**src/rtl/pipe_share_arb_if.sv**
```systemverilog
// rtl/pipe_share_arb_if.sv - request, pipeline, response and counter bundle for pipe_share_arb
//
// Purpose: groups every non-clock/reset signal of pipe_share_arb.
// Modports:
//   slave  - the arbiter side (pipe_share_arb).
//   master - the requesters + shared pipeline + debug observer side.
// Signals:
//   req0/1_valid, req0/1_data  requester payloads; req0/1_ready grant strobes
//   pipe_din / pipe_dout        shared fixed-latency pipeline input / result
//   rsp0/1_valid, rsp_data      routed responses on one shared bus
//   busy                        at least one word in flight
//   cnt_clr, gnt_cnt0/1         saturating grant counters and their clear
interface pipe_share_arb_if #(
  parameter int WIDTH = 6,
  parameter int CNTW  = 8
);
  logic             req0_valid;
  logic [WIDTH-1:0] req0_data;
  logic             req0_ready;
  logic             req1_valid;
  logic [WIDTH-1:0] req1_data;
  logic             req1_ready;
  logic [WIDTH-1:0] pipe_din;
  logic [WIDTH-1:0] pipe_dout;
  logic             rsp0_valid;
  logic             rsp1_valid;
  logic [WIDTH-1:0] rsp_data;
  logic             busy;
  logic             cnt_clr;
  logic [CNTW-1:0]  gnt_cnt0;
  logic [CNTW-1:0]  gnt_cnt1;

  modport slave (
    input  req0_valid, req0_data, req1_valid, req1_data, pipe_dout, cnt_clr,
    output req0_ready, req1_ready, pipe_din, rsp0_valid, rsp1_valid, rsp_data,
           busy, gnt_cnt0, gnt_cnt1
  );

  modport master (
    output req0_valid, req0_data, req1_valid, req1_data, pipe_dout, cnt_clr,
    input  req0_ready, req1_ready, pipe_din, rsp0_valid, rsp1_valid, rsp_data,
           busy, gnt_cnt0, gnt_cnt1
  );
endinterface

```
**src/rtl/pipe_share_arb.sv**
```systemverilog
// rtl/pipe_share_arb.sv - round-robin sharing of one fixed-latency pipeline between two requesters
//
// Purpose: each cycle grants at most one of two requesters (round-robin on
// contention), drives its data into an external non-stallable pipeline of
// latency LAT, and routes the result back to the right requester LAT cycles
// later using a tag shift register. Keeps saturating per-requester grant counts.
// Ports:
//   clk    rising-edge clock
//   rst_l  asynchronous active-low reset
//   bus    pipe_share_arb_if.slave (requests, pipeline, responses, counters)
module pipe_share_arb #(
  parameter int WIDTH = 6,
  parameter int LAT   = 2,
  parameter int CNTW  = 8
) (
  input  logic            clk,
  input  logic            rst_l,
  pipe_share_arb_if.slave bus
);

  logic            r_last_gnt;  // 1 = requester 1 was granted last
  logic [LAT-1:0]  r_tag_vld;
  logic [LAT-1:0]  r_tag_id;
  logic [CNTW-1:0] r_cnt0;
  logic [CNTW-1:0] r_cnt1;

  logic w_gnt0;
  logic w_gnt1;
  logic w_gnt_any;
  logic w_out_vld;
  logic w_out_id;

  // On contention the requester that did not win last time is granted.
  // Grants are held off while reset is asserted so no handshake can
  // complete into a pipeline whose tags are being cleared.
  assign w_gnt0    = rst_l & bus.req0_valid & (~bus.req1_valid | r_last_gnt);
  assign w_gnt1    = rst_l & bus.req1_valid & (~bus.req0_valid | ~r_last_gnt);
  assign w_gnt_any = w_gnt0 | w_gnt1;

  assign bus.req0_ready = w_gnt0;
  assign bus.req1_ready = w_gnt1;
  assign bus.pipe_din   = w_gnt0 ? bus.req0_data :
                          w_gnt1 ? bus.req1_data : '0;

  // Tag k describes the word that entered the pipeline k+1 cycles ago,
  // so the last stage lines up with pipe_dout.
  always_ff @(posedge clk or negedge rst_l) begin
    if (!rst_l) begin
      r_last_gnt <= 1'b1;
      r_tag_vld  <= '0;
      r_tag_id   <= '0;
    end else begin
      if (w_gnt_any) begin
        r_last_gnt <= w_gnt1;
      end
      r_tag_vld[0] <= w_gnt_any;
      r_tag_id[0]  <= w_gnt1;
      for (int k = 1; k < LAT; k++) begin
        r_tag_vld[k] <= r_tag_vld[k-1];
        r_tag_id[k]  <= r_tag_id[k-1];
      end
    end
  end

  assign w_out_vld = r_tag_vld[LAT-1];
  assign w_out_id  = r_tag_id[LAT-1];

  assign bus.rsp0_valid = w_out_vld & ~w_out_id;
  assign bus.rsp1_valid = w_out_vld &  w_out_id;
  assign bus.rsp_data   = w_out_vld ? bus.pipe_dout : '0;
  assign bus.busy       = |r_tag_vld;

  // Clear wins over a same-cycle increment; counts stick at all-ones.
  always_ff @(posedge clk or negedge rst_l) begin
    if (!rst_l) begin
      r_cnt0 <= '0;
      r_cnt1 <= '0;
    end else if (bus.cnt_clr) begin
      r_cnt0 <= '0;
      r_cnt1 <= '0;
    end else begin
      if (w_gnt0 && (r_cnt0 != {CNTW{1'b1}})) begin
        r_cnt0 <= r_cnt0 + CNTW'(1);
      end
      if (w_gnt1 && (r_cnt1 != {CNTW{1'b1}})) begin
        r_cnt1 <= r_cnt1 + CNTW'(1);
      end
    end
  end

  assign bus.gnt_cnt0 = r_cnt0;
  assign bus.gnt_cnt1 = r_cnt1;

endmodule
```
**src/flat_wrapper.sv**
```systemverilog
// flat-port wrapper written by rule: the top's interface ports become plain ports
module pipe_share_arb_flat 
#(
  parameter int WIDTH = 6,
  parameter int LAT   = 2,
  parameter int CNTW  = 8
)
  (clk, rst_l, bus_req0_valid, bus_req0_data, bus_req1_valid, bus_req1_data, bus_pipe_dout, bus_cnt_clr, bus_req0_ready, bus_req1_ready, bus_pipe_din, bus_rsp0_valid, bus_rsp1_valid, bus_rsp_data, bus_busy, bus_gnt_cnt0, bus_gnt_cnt1);
  pipe_share_arb_if #(.WIDTH(WIDTH), .CNTW(CNTW)) bus_i ();
  input  logic clk;
  input  logic rst_l;
  input wire logic [$bits(bus_i.req0_valid)-1:0] bus_req0_valid;
  input wire logic [$bits(bus_i.req0_data)-1:0] bus_req0_data;
  input wire logic [$bits(bus_i.req1_valid)-1:0] bus_req1_valid;
  input wire logic [$bits(bus_i.req1_data)-1:0] bus_req1_data;
  input wire logic [$bits(bus_i.pipe_dout)-1:0] bus_pipe_dout;
  input wire logic [$bits(bus_i.cnt_clr)-1:0] bus_cnt_clr;
  output wire logic [$bits(bus_i.req0_ready)-1:0] bus_req0_ready;
  output wire logic [$bits(bus_i.req1_ready)-1:0] bus_req1_ready;
  output wire logic [$bits(bus_i.pipe_din)-1:0] bus_pipe_din;
  output wire logic [$bits(bus_i.rsp0_valid)-1:0] bus_rsp0_valid;
  output wire logic [$bits(bus_i.rsp1_valid)-1:0] bus_rsp1_valid;
  output wire logic [$bits(bus_i.rsp_data)-1:0] bus_rsp_data;
  output wire logic [$bits(bus_i.busy)-1:0] bus_busy;
  output wire logic [$bits(bus_i.gnt_cnt0)-1:0] bus_gnt_cnt0;
  output wire logic [$bits(bus_i.gnt_cnt1)-1:0] bus_gnt_cnt1;
  assign bus_i.req0_valid = bus_req0_valid;
  assign bus_i.req0_data = bus_req0_data;
  assign bus_i.req1_valid = bus_req1_valid;
  assign bus_i.req1_data = bus_req1_data;
  assign bus_i.pipe_dout = bus_pipe_dout;
  assign bus_i.cnt_clr = bus_cnt_clr;
  assign bus_req0_ready = bus_i.req0_ready;
  assign bus_req1_ready = bus_i.req1_ready;
  assign bus_pipe_din = bus_i.pipe_din;
  assign bus_rsp0_valid = bus_i.rsp0_valid;
  assign bus_rsp1_valid = bus_i.rsp1_valid;
  assign bus_rsp_data = bus_i.rsp_data;
  assign bus_busy = bus_i.busy;
  assign bus_gnt_cnt0 = bus_i.gnt_cnt0;
  assign bus_gnt_cnt1 = bus_i.gnt_cnt1;
  pipe_share_arb #(.WIDTH(WIDTH), .LAT(LAT), .CNTW(CNTW)) u_core (.clk(clk), .rst_l(rst_l), .bus(bus_i));
endmodule
```
**config.mk**
```make
export PLATFORM = sky130hd
export DESIGN_NAME = pipe_share_arb_flat
export DESIGN_NICKNAME = d
export VERILOG_FILES = /design/src/rtl/pipe_share_arb_if.sv /design/src/rtl/pipe_share_arb.sv /design/src/flat_wrapper.sv
export SDC_FILE = /design/constraint.sdc
export NUM_CORES = 1
export LEC_CHECK = 0
export ABC_AREA = 1
export CAP_MARGIN = 20
export CORE_MARGIN = 2
export CORE_UTILIZATION = 46
export CTS_BUF_LIST = sky130_fd_sc_hd__clkbuf_16
export DETAILED_ROUTE_END_ITERATION = 12
export GPL_ROUTABILITY_DRIVEN = 1
export GPL_TIMING_DRIVEN = 0
export HOLD_SLACK_MARGIN = 0.05
export PLACE_DENSITY_LB_ADDON = 0.12
export RECOVER_POWER = 25
export REMOVE_ABC_BUFFERS = 1
export SLEW_MARGIN = 0
export SYNTH_ARGS = -nofsm -noshare
export SYNTH_HDL_FRONTEND = slang
export SYNTH_SLANG_ARGS = --single-unit
```
**constraint.sdc**
```tcl
create_clock -name clk -period 2.5 [get_ports clk]
set_input_delay 0.625 -clock clk [delete_from_list [all_inputs] [get_ports clk]]
set_output_delay 0.625 -clock clk [all_outputs]
set_load 0.03 [all_outputs]
```
Word level (Yosys, flattened, before mapping) --
Index checks and enable logic that the tools add are counted.
Word-level totals: register bits after elaboration 21, input port bits 23, output and inout port bits 33, word-level logic and storage cells 34
Operators by class: add/subtract/negate cells 2, equal/unequal tests 2, multiplexer cells 7, bitwise logic cells 13, reduce and logical (&&, ||, !) cells 5
Operators by type and width (count):
- $mux 8 | 4
- $mux 6 | 3
- $add 8x1->8 const B | 2
- $ne 8x8->1 const B | 2
- $and 1x1->1 | 6
- $not 1->1 | 4
- $reduce_bool 2->1 | 2
- $or 1x1->1 | 3
- $logic_and 1x1->1 | 2
- $reduce_or 2->1 | 1

Logic depth before layout (Yosys ltp) --
Gate-level depths: netlist of the first run.
depth in word-level cells 6, gate-level depth with buffers 8, gate-level depth less buffers 8

Worst setup path before layout of the first run --
OpenSTA, ideal clock, no wires.
kind input to output, start point input port rst_l, end point output port bus_pipe_din[0], arrival 1.362 ns, required time 1.875 ns, setup slack 0.513 ns, stages 5, buffers on the path 0, cell sequence nand2_1 inv_2 nand2_4 inv_2 a22o_1
Between the ends: elaborated cells on any way between the ends 6, those cells by class mux: 2; bitwise: 4
RTL lines:
- from (decl) | line flat_wrapper.sv:11 | input logic rst_l;
- $and 1x1->1 (2 in series) | line pipe_share_arb.sv:36 | assign w_gnt0 = rst_l & bus.req0_valid & (~bus.req1_valid | r_last_gnt);
- net bus_req0_ready | line flat_wrapper.sv:18 | output wire logic [$bits(bus_i.req0_ready)-1:0] bus_req0_ready;
- $mux 6 | line pipe_share_arb.sv:42 | assign bus.pipe_din = w_gnt0 ? bus.req0_data :
- to (decl) | line flat_wrapper.sv:20 | output wire logic [$bits(bus_i.pipe_din)-1:0] bus_pipe_din;
The timed path passes the listed nets, and every way through them passes these cells.

Worst setup path in the final report of the first run --
start point input port bus_pipe_dout[1], end point output port bus_rsp_data[1]
Between the ends: cells in the longest elaborated chain, start to end 1
Ends and longest elaborated chain:
- from (decl) | line flat_wrapper.sv:16 | input wire logic [$bits(bus_i.pipe_dout)-1:0] bus_pipe_dout;
- $mux 6 | line pipe_share_arb.sv:70 | assign bus.rsp_data = w_out_vld ? bus.pipe_dout : '0;
- to (decl) | line flat_wrapper.sv:23 | output wire logic [$bits(bus_i.rsp_data)-1:0] bus_rsp_data;
No other way between the ends.

==> flow_metrics.py, run 1 <==
metrics = {
    "clocking": {
        "clk_latency_ns": 0.26,
        "cts_made_buffers": 3,
        "cts_sinks": 21,
        "tritoncts": "done",
        "cts_max_level": 1,
        "hold_buffers": 0,
        "cts_root_buf": "clkbuf_16",
        "cts_max_path_buffers": 2,
        "clk_pin_slew_worst_paths_ns": 0.05,
    },
    "placed_design": {
        "place_area_um2": 1940,
        "portBuffers": 55,
        "dp_slack_ns": -1.36,
        "gp_congestion": 0.783,
        "place_hpwl_um": 2430,
    },
    "final_layout": {
        "multi_input_area_um2": 727,
        "drive_above_1_share": 0.167,
        "design_area_um2": 2010,
        "nFillCells": 235,
        "syn2layout_area_growth_pct": 47.2,
        "antenna_cells": 0,
        "finish.net_count": 260,
        "final-seq-area_um2": 527,
    },
    "worst_setup_path": {
        "crit_top_cell": "clkdlybuf4s50_1",
        "crit_path_max_fanout": 1,
        "cp-start-kind": "primary input",
        "cp_cell_sequence": "clkdlybuf4s50_1, nand2_1, inv_1, clkdlybuf4s50_1",
        "reg2reg_from": "u_core.bus.gnt_cnt1[0]",
        "critPathMaxStageDelay_ns": 0.66,
        "slowest_stage": "clkdlybuf4s50_1",
        "cp.required_ns": 1.88,
        "cp-startpoint": "bus_pipe_dout[1]",
        "crit_arrival_ns": 1.87,
        "path_class": "in2out",
        "endpoint_kind": "output port",
    },
    "route": {
        "drt_iter0_drc": 47,
        "num_vias": 1340,
        "drc": 0,
        "postRouteWirelength_um": 3280,
        "via_per_inst": 5.06,
        "ant_nets": 0,
        "routedWlPerCell_um": 12.4,
        "first_pass_iters": 4,
    },
    "timing": {
        "fin_skew_ns": 0.00487,
        "setup_slack_ns": 0.00312,
        "relSlewSlack": 0.668,
        "slew_violations": 0,
        "finalCritPeriodShare": 0.999,
        "setup_viol": 0,
        "fin_worst_hold_slack_ns": 0.257,
        "max_freq_mhz": 400,
        "tightest_slew_ns": 0.496,
        "period_needed_ns": 2.50,
        "finalHoldViolCount": 0,
    },
    "power": {
        "p_per_area_nw_per_um2": 446,
        "p_leak_nw": 1.07,
        "peakVddDrop_uv": 418,
        "power_uw": 899,
    },
    "run_status": {
        "status": "finished, final reports clean",
    },
    "floorplan": {
        "num_rows": 19,
        "die_h_um": 58.5,
        "die_area_um2": 3430,
        "core_area_um2": 2780,
        "initial_core_util": 0.492,
        "chipWidth_um": 58.5,
        "pin_count": 56,
    },
    "min_path": {
        "hold_class": "in2async",
    },
    "synthesis": {
        "ys_types": 31,
        "ys_seq_area_frac": 0.385,
        "synth-warning-count": 0,
        "syn_area_per_cell_um2": 7.77,
        "async_flop_share": 1.00,
        "ys_ff_latch": 21,
        "synth_edf_count": 0,
        "synthFlopType": "dfrtp_1",
        "synthCells": 176,
        "synthesis.area_um2": 1370,
    },
    "global_route": {
        "grt_overflow": 0,
        "grt_max_degree": 25,
        "antenna_found_initial": 0,
        "grt_pass1_wl_um": 5570,
        "grt_pass1_vias": 1319,
        "gr-usage-all-layers": 0.211,
    },
    "job": {
        "drv_cap": 0,
    },
}
[routing by layer]
layer  up-vias  share of wire  track usage
met5         -              0            0
met4         0          0.016       0.0831
met3         5           0.11       0.0484
met2        56           0.47        0.368
met1       613           0.40        0.252
li1        666              -            -
[power breakdown]
part / leakage [nW] / switching, mW / total [mW] / internal [mW]
logic: 0.747 / 0.113 / 0.198 / 0.0846
registers: 0.283 / 0.0100 / 0.362 / 0.352
clock network: 0.0423 / 0.126 / 0.339 / 0.213
total: 1.07 / 0.249 / 0.899 / 0.650
[flip-flops by register name (all words and copies together) (netlist names)]
signal / count
u_core.bus.gnt_cnt0: 8
u_core.bus.gnt_cnt1: 8
u_core.r_tag_id: 2
u_core.r_tag_vld: 2
u_core.r_last_gnt: 1
[cell usage in the layout (no fill, tap or decap), drive strengths merged]
cell,instances
nand2,59
clkdlybuf4s50,41
inv,25
nor2,23
dfrtp,20
nand3,20
buf,8
a22o,6
xor2,5
dlymetal6s2s,5
clkbuf,5
o21ai,3
a21oi,3
ha,2
nor3,2
or2,1
xnor2,1
clkinv,1
nand3b,1
o21bai,1
clkdlybuf4s15,1
dfstp,1
[worst paths after layout]
check	endpoint	slack, ns	cells after the start
setup / recovery	bus_rsp_data[1]	0.003	4
hold / removal	u_core.bus.gnt_cnt1[4]	0.26	1
setup reg to reg	u_core.bus.gnt_cnt1[0]	1.06	7
hold reg to reg	u_core.r_tag_id[1]	0.35	0
max in group asynchronous	u_core.r_last_gnt	1.96	1
min in group clk	u_core.r_tag_id[1]	0.35	0
[per-stage QoR]
stage / instances / util / TNS, ns
2_1_floorplan: 173 / - / 0
3_5_place_dp: 259 / 0.696 / -14.74
5_1_grt: 265 / 0.724 / -0.0182
4_1_cts: 265 / 0.718 / 0
6_report: 265 / 0.724 / 0
3_3_place_gp: 259 / 0.696 / -14.01
[synth_stat cells (2+ instances only)]
cell / n / area (um2)
inv_1: 21 / 78.8
inv_2: 3 / 11.3
nand2_4: 3 / 33.8
nand2_2: 5 / 31.3
xor2_1: 5 / 43.8
nor2_4: 6 / 67.6
a22o_1: 6 / 52.6
o21ai_0: 2 / 10.0
nor2_1: 15 / 56.3
dfrtp_1: 20 / 500
nand3_1: 19 / 95.1
ha_1: 2 / 25.0
nand2_1: 51 / 191
[layout make-up]
class | instances | area share
multi-input cells | 127 | 0.361
inverters | 25 | 0.0491
repair buffers | 57 | 0.270
clock inverters | 1 | 0.00186
clock buffers | 3 | 0.0373
flip-flops and latches | 21 | 0.262
well taps | 31 | 0.0193
[worst max-delay path, delay by kind of cell]
| family | cells | cell delay [ns] |
|---|---|---|
| buf+inv | 3 | 1.18 |
| simple gates | 1 | 0.06 |
[timing repair]
action                                  CTS  global route
endpoints found under the setup margin   17            11
pin swaps                                 1             0
buffers inserted                          2             0
gates resized for setup                  39            10
[cells by family (layout without fill, tap and decap cells)]
| group | Yosys count | in the layout | share of synthesized area |
|---|---|---|---|
| fa+ha+maj | 2 | 2 | 0.0183 |
| flops | 21 | 21 | 0.385 |
| simple gates | 106 | 106 | 0.395 |
| xor+xnor | 6 | 6 | 0.0384 |
| compound gates | 13 | 13 | 0.0796 |
| buf+inv | 28 | 86 | 0.0833 |
Note: power is estimated with default switching activity, not from simulation.
==> run 2, diff against run 1 <==
CORE_UTILIZATION = 35   (was 46)
HOLD_SLACK_MARGIN = default   (was 0.05)
==> run 2 against run 1 <==
- clock skew is 0.00056 ns lower
- critical path depth up 3
- combinational power about the same
- total power shrank 0.36%
- global-route usage shrank 6.5 points
- flip-flop and latch count unchanged
- cell area grew 0.62%
- critical path type unchanged
- critical endpoint is now bus_pipe_din[1]
- highest routed layer unchanged
==> flow_metrics.py, run 2 (synthesized netlist as in run 1, its figures left out) <==
metrics = {
    "run_status": {
        "status": "finished, final reports clean",
    },
    "floorplan": {
        "die_area_um2": 4420,
        "die_h_um": 66.5,
        "core_area_um2": 3720,
        "num_rows": 22,
        "pin_count": 56,
        "initial_core_util": 0.368,
        "chipWidth_um": 66.5,
    },
    "timing": {
        "period_needed_ns": 2.42,
        "finalCritPeriodShare": 0.967,
        "finalHoldViolCount": 0,
        "slew_violations": 0,
        "fin_skew_ns": 0.00431,
        "max_freq_mhz": 414,
        "fin_worst_hold_slack_ns": 0.251,
        "setup_slack_ns": 0.0824,
        "relSlewSlack": 0.665,
        "tns_ns": 0,
        "rsz0062_at_grt": "no",
        "tightest_slew_ns": 0.501,
        "setup_viol": 0,
    },
    "final_layout": {
        "nFillCells": 370,
        "finish.net_count": 259,
        "utilization": 0.545,
        "drive_above_1_share": 0.172,
        "syn2layout_area_growth_pct": 48.1,
        "antenna_cells": 0,
        "layout_common_cells": "51 x nand2_1, 40 x clkdlybuf4s50_1, 21 x inv_1",
        "final_common_cell": "nand2_1",
    },
    "route": {
        "dr_wl_met2_um": 1520,
        "num_vias": 1261,
        "top_layer": "met4",
        "drc": 0,
        "met3_length_um": 242,
        "first_pass_iters": 4,
        "routedWlPerCell_um": 11.2,
        "via_per_inst": 4.49,
        "postRouteWirelength_um": 3160,
        "drt-met1-wl_um": 1380,
        "drt_iter0_drc": 54,
        "ant_nets": 0,
    },
    "worst_setup_path": {
        "path_buf_inv": 4,
        "critPathMaxStageDelay_ns": 0.49,
        "endpoint_kind": "output port",
        "crit_path_max_fanout": 8,
        "cp_cell_sequence": "clkdlybuf4s50_1, nand2_1, inv_2, nand2_4, inv_6, a22o_1, buf_2",
        "slowest_stage": "clkdlybuf4s50_1",
        "reg2reg_from": "u_core.bus.gnt_cnt0[0]",
        "cpLargestDelayFamily": "buffers and inverters",
        "cp.required_ns": 1.88,
        "cp-start-kind": "primary input",
        "crit_arrival_ns": 1.79,
        "path_class": "in2out",
        "cp-startpoint": "bus_req0_valid",
    },
    "placed_design": {
        "portBuffers": 55,
        "dp_slack_ns": -1.40,
        "place_hpwl_um": 2390,
        "gp_congestion": 0.781,
    },
    "clocking": {
        "tritoncts": "done",
        "clk_latency_ns": 0.25,
        "cts_root_buf": "clkbuf_16",
        "cts_made_buffers": 3,
        "clk_pin_slew_worst_paths_ns": 0.06,
        "cts_max_path_buffers": 2,
        "cts_sinks": 21,
        "hold_buffers": 0,
        "cts_max_level": 1,
    },
    "power": {
        "peakVddDrop_uv": 290,
        "p_per_area_nw_per_um2": 442,
        "p_leak_nw": 1.08,
    },
    "global_route": {
        "grt_max_degree": 25,
        "grt_pass1_wl_um": 5000,
        "antenna_found_initial": 0,
        "grt_pass1_vias": 1109,
        "grt_overflow": 0,
        "gr-usage-all-layers": 0.146,
    },
    "job": {
        "drv_cap": 0,
    },
    "min_path": {
        "hold_class": "in2async",
    },
}
## run 2: cell count changes in the layout (fill, tap and decap cells not counted), sizes merged
| cell | delta |
|---|---|
| clkbuf | +1 |
| inv | -1 |
| clkdlybuf4s15 | -1 |
| clkinv | +1 |
| buf | -1 |
| dlymetal6s2s | +1 |
| clkdlybuf4s50 | -1 |
## run 2: report_power, final
group          switching (mW)  internal (mW)
sequential            0.00977          0.352
clock                   0.124          0.215
combinational           0.113         0.0826
total                   0.246          0.650
## run 2: worst paths after layout
| check | endpoint | slack (ns) | cells after the start |
|---|---|---|---|
| max | bus_pipe_din[1] | 0.08 | 7 |
| min | u_core.bus.gnt_cnt1[2] | 0.25 | 1 |
| max reg2reg | u_core.bus.gnt_cnt0[4] | 1.11 | 7 |
| min reg2reg | u_core.r_tag_id[1] | 0.35 | 0 |
| max in group asynchronous | u_core.r_last_gnt | 1.95 | 1 |
| min in group clk | u_core.r_tag_id[1] | 0.35 | 0 |
## run 2: what timing repair did
action / 4_1_cts / 5_1_grt
pin swaps: 1 / 0
setup buffers: 1 / 0
endpoints found under the setup margin: 20 / 11
resized for setup: 37 / 14
## run 2: per-stage QoR
stage | cells | area (um2) | power [mW]
2_1_floorplan | 173 | 1350 | 0.472
3_3_place_gp | 276 | 1960 | 0.573
3_5_place_dp | 276 | 1960 | 0.573
4_1_cts | 281 | 2020 | 0.907
5_1_grt | 281 | 2030 | 0.935
6_report | 281 | 2030 | 0.896
## run 2: final cells by class
cell class | count | area [um2] | area share
clock inverters | 1 | 5.00 | 0.00247
flip-flops and latches | 21 | 527 | 0.260
well taps | 48 | 60.1 | 0.0296
inverters | 25 | 98.8 | 0.0488
clock buffers | 3 | 75.1 | 0.0371
repair buffers | 56 | 533 | 0.263
multi-input cells | 127 | 727 | 0.359
## run 2: layer usage
layer	GRT usage	up-vias
met3	0.0524	2
met2	0.250	37
met5	0	-
li1	-	667
met4	0.0230	0
met1	0.180	555
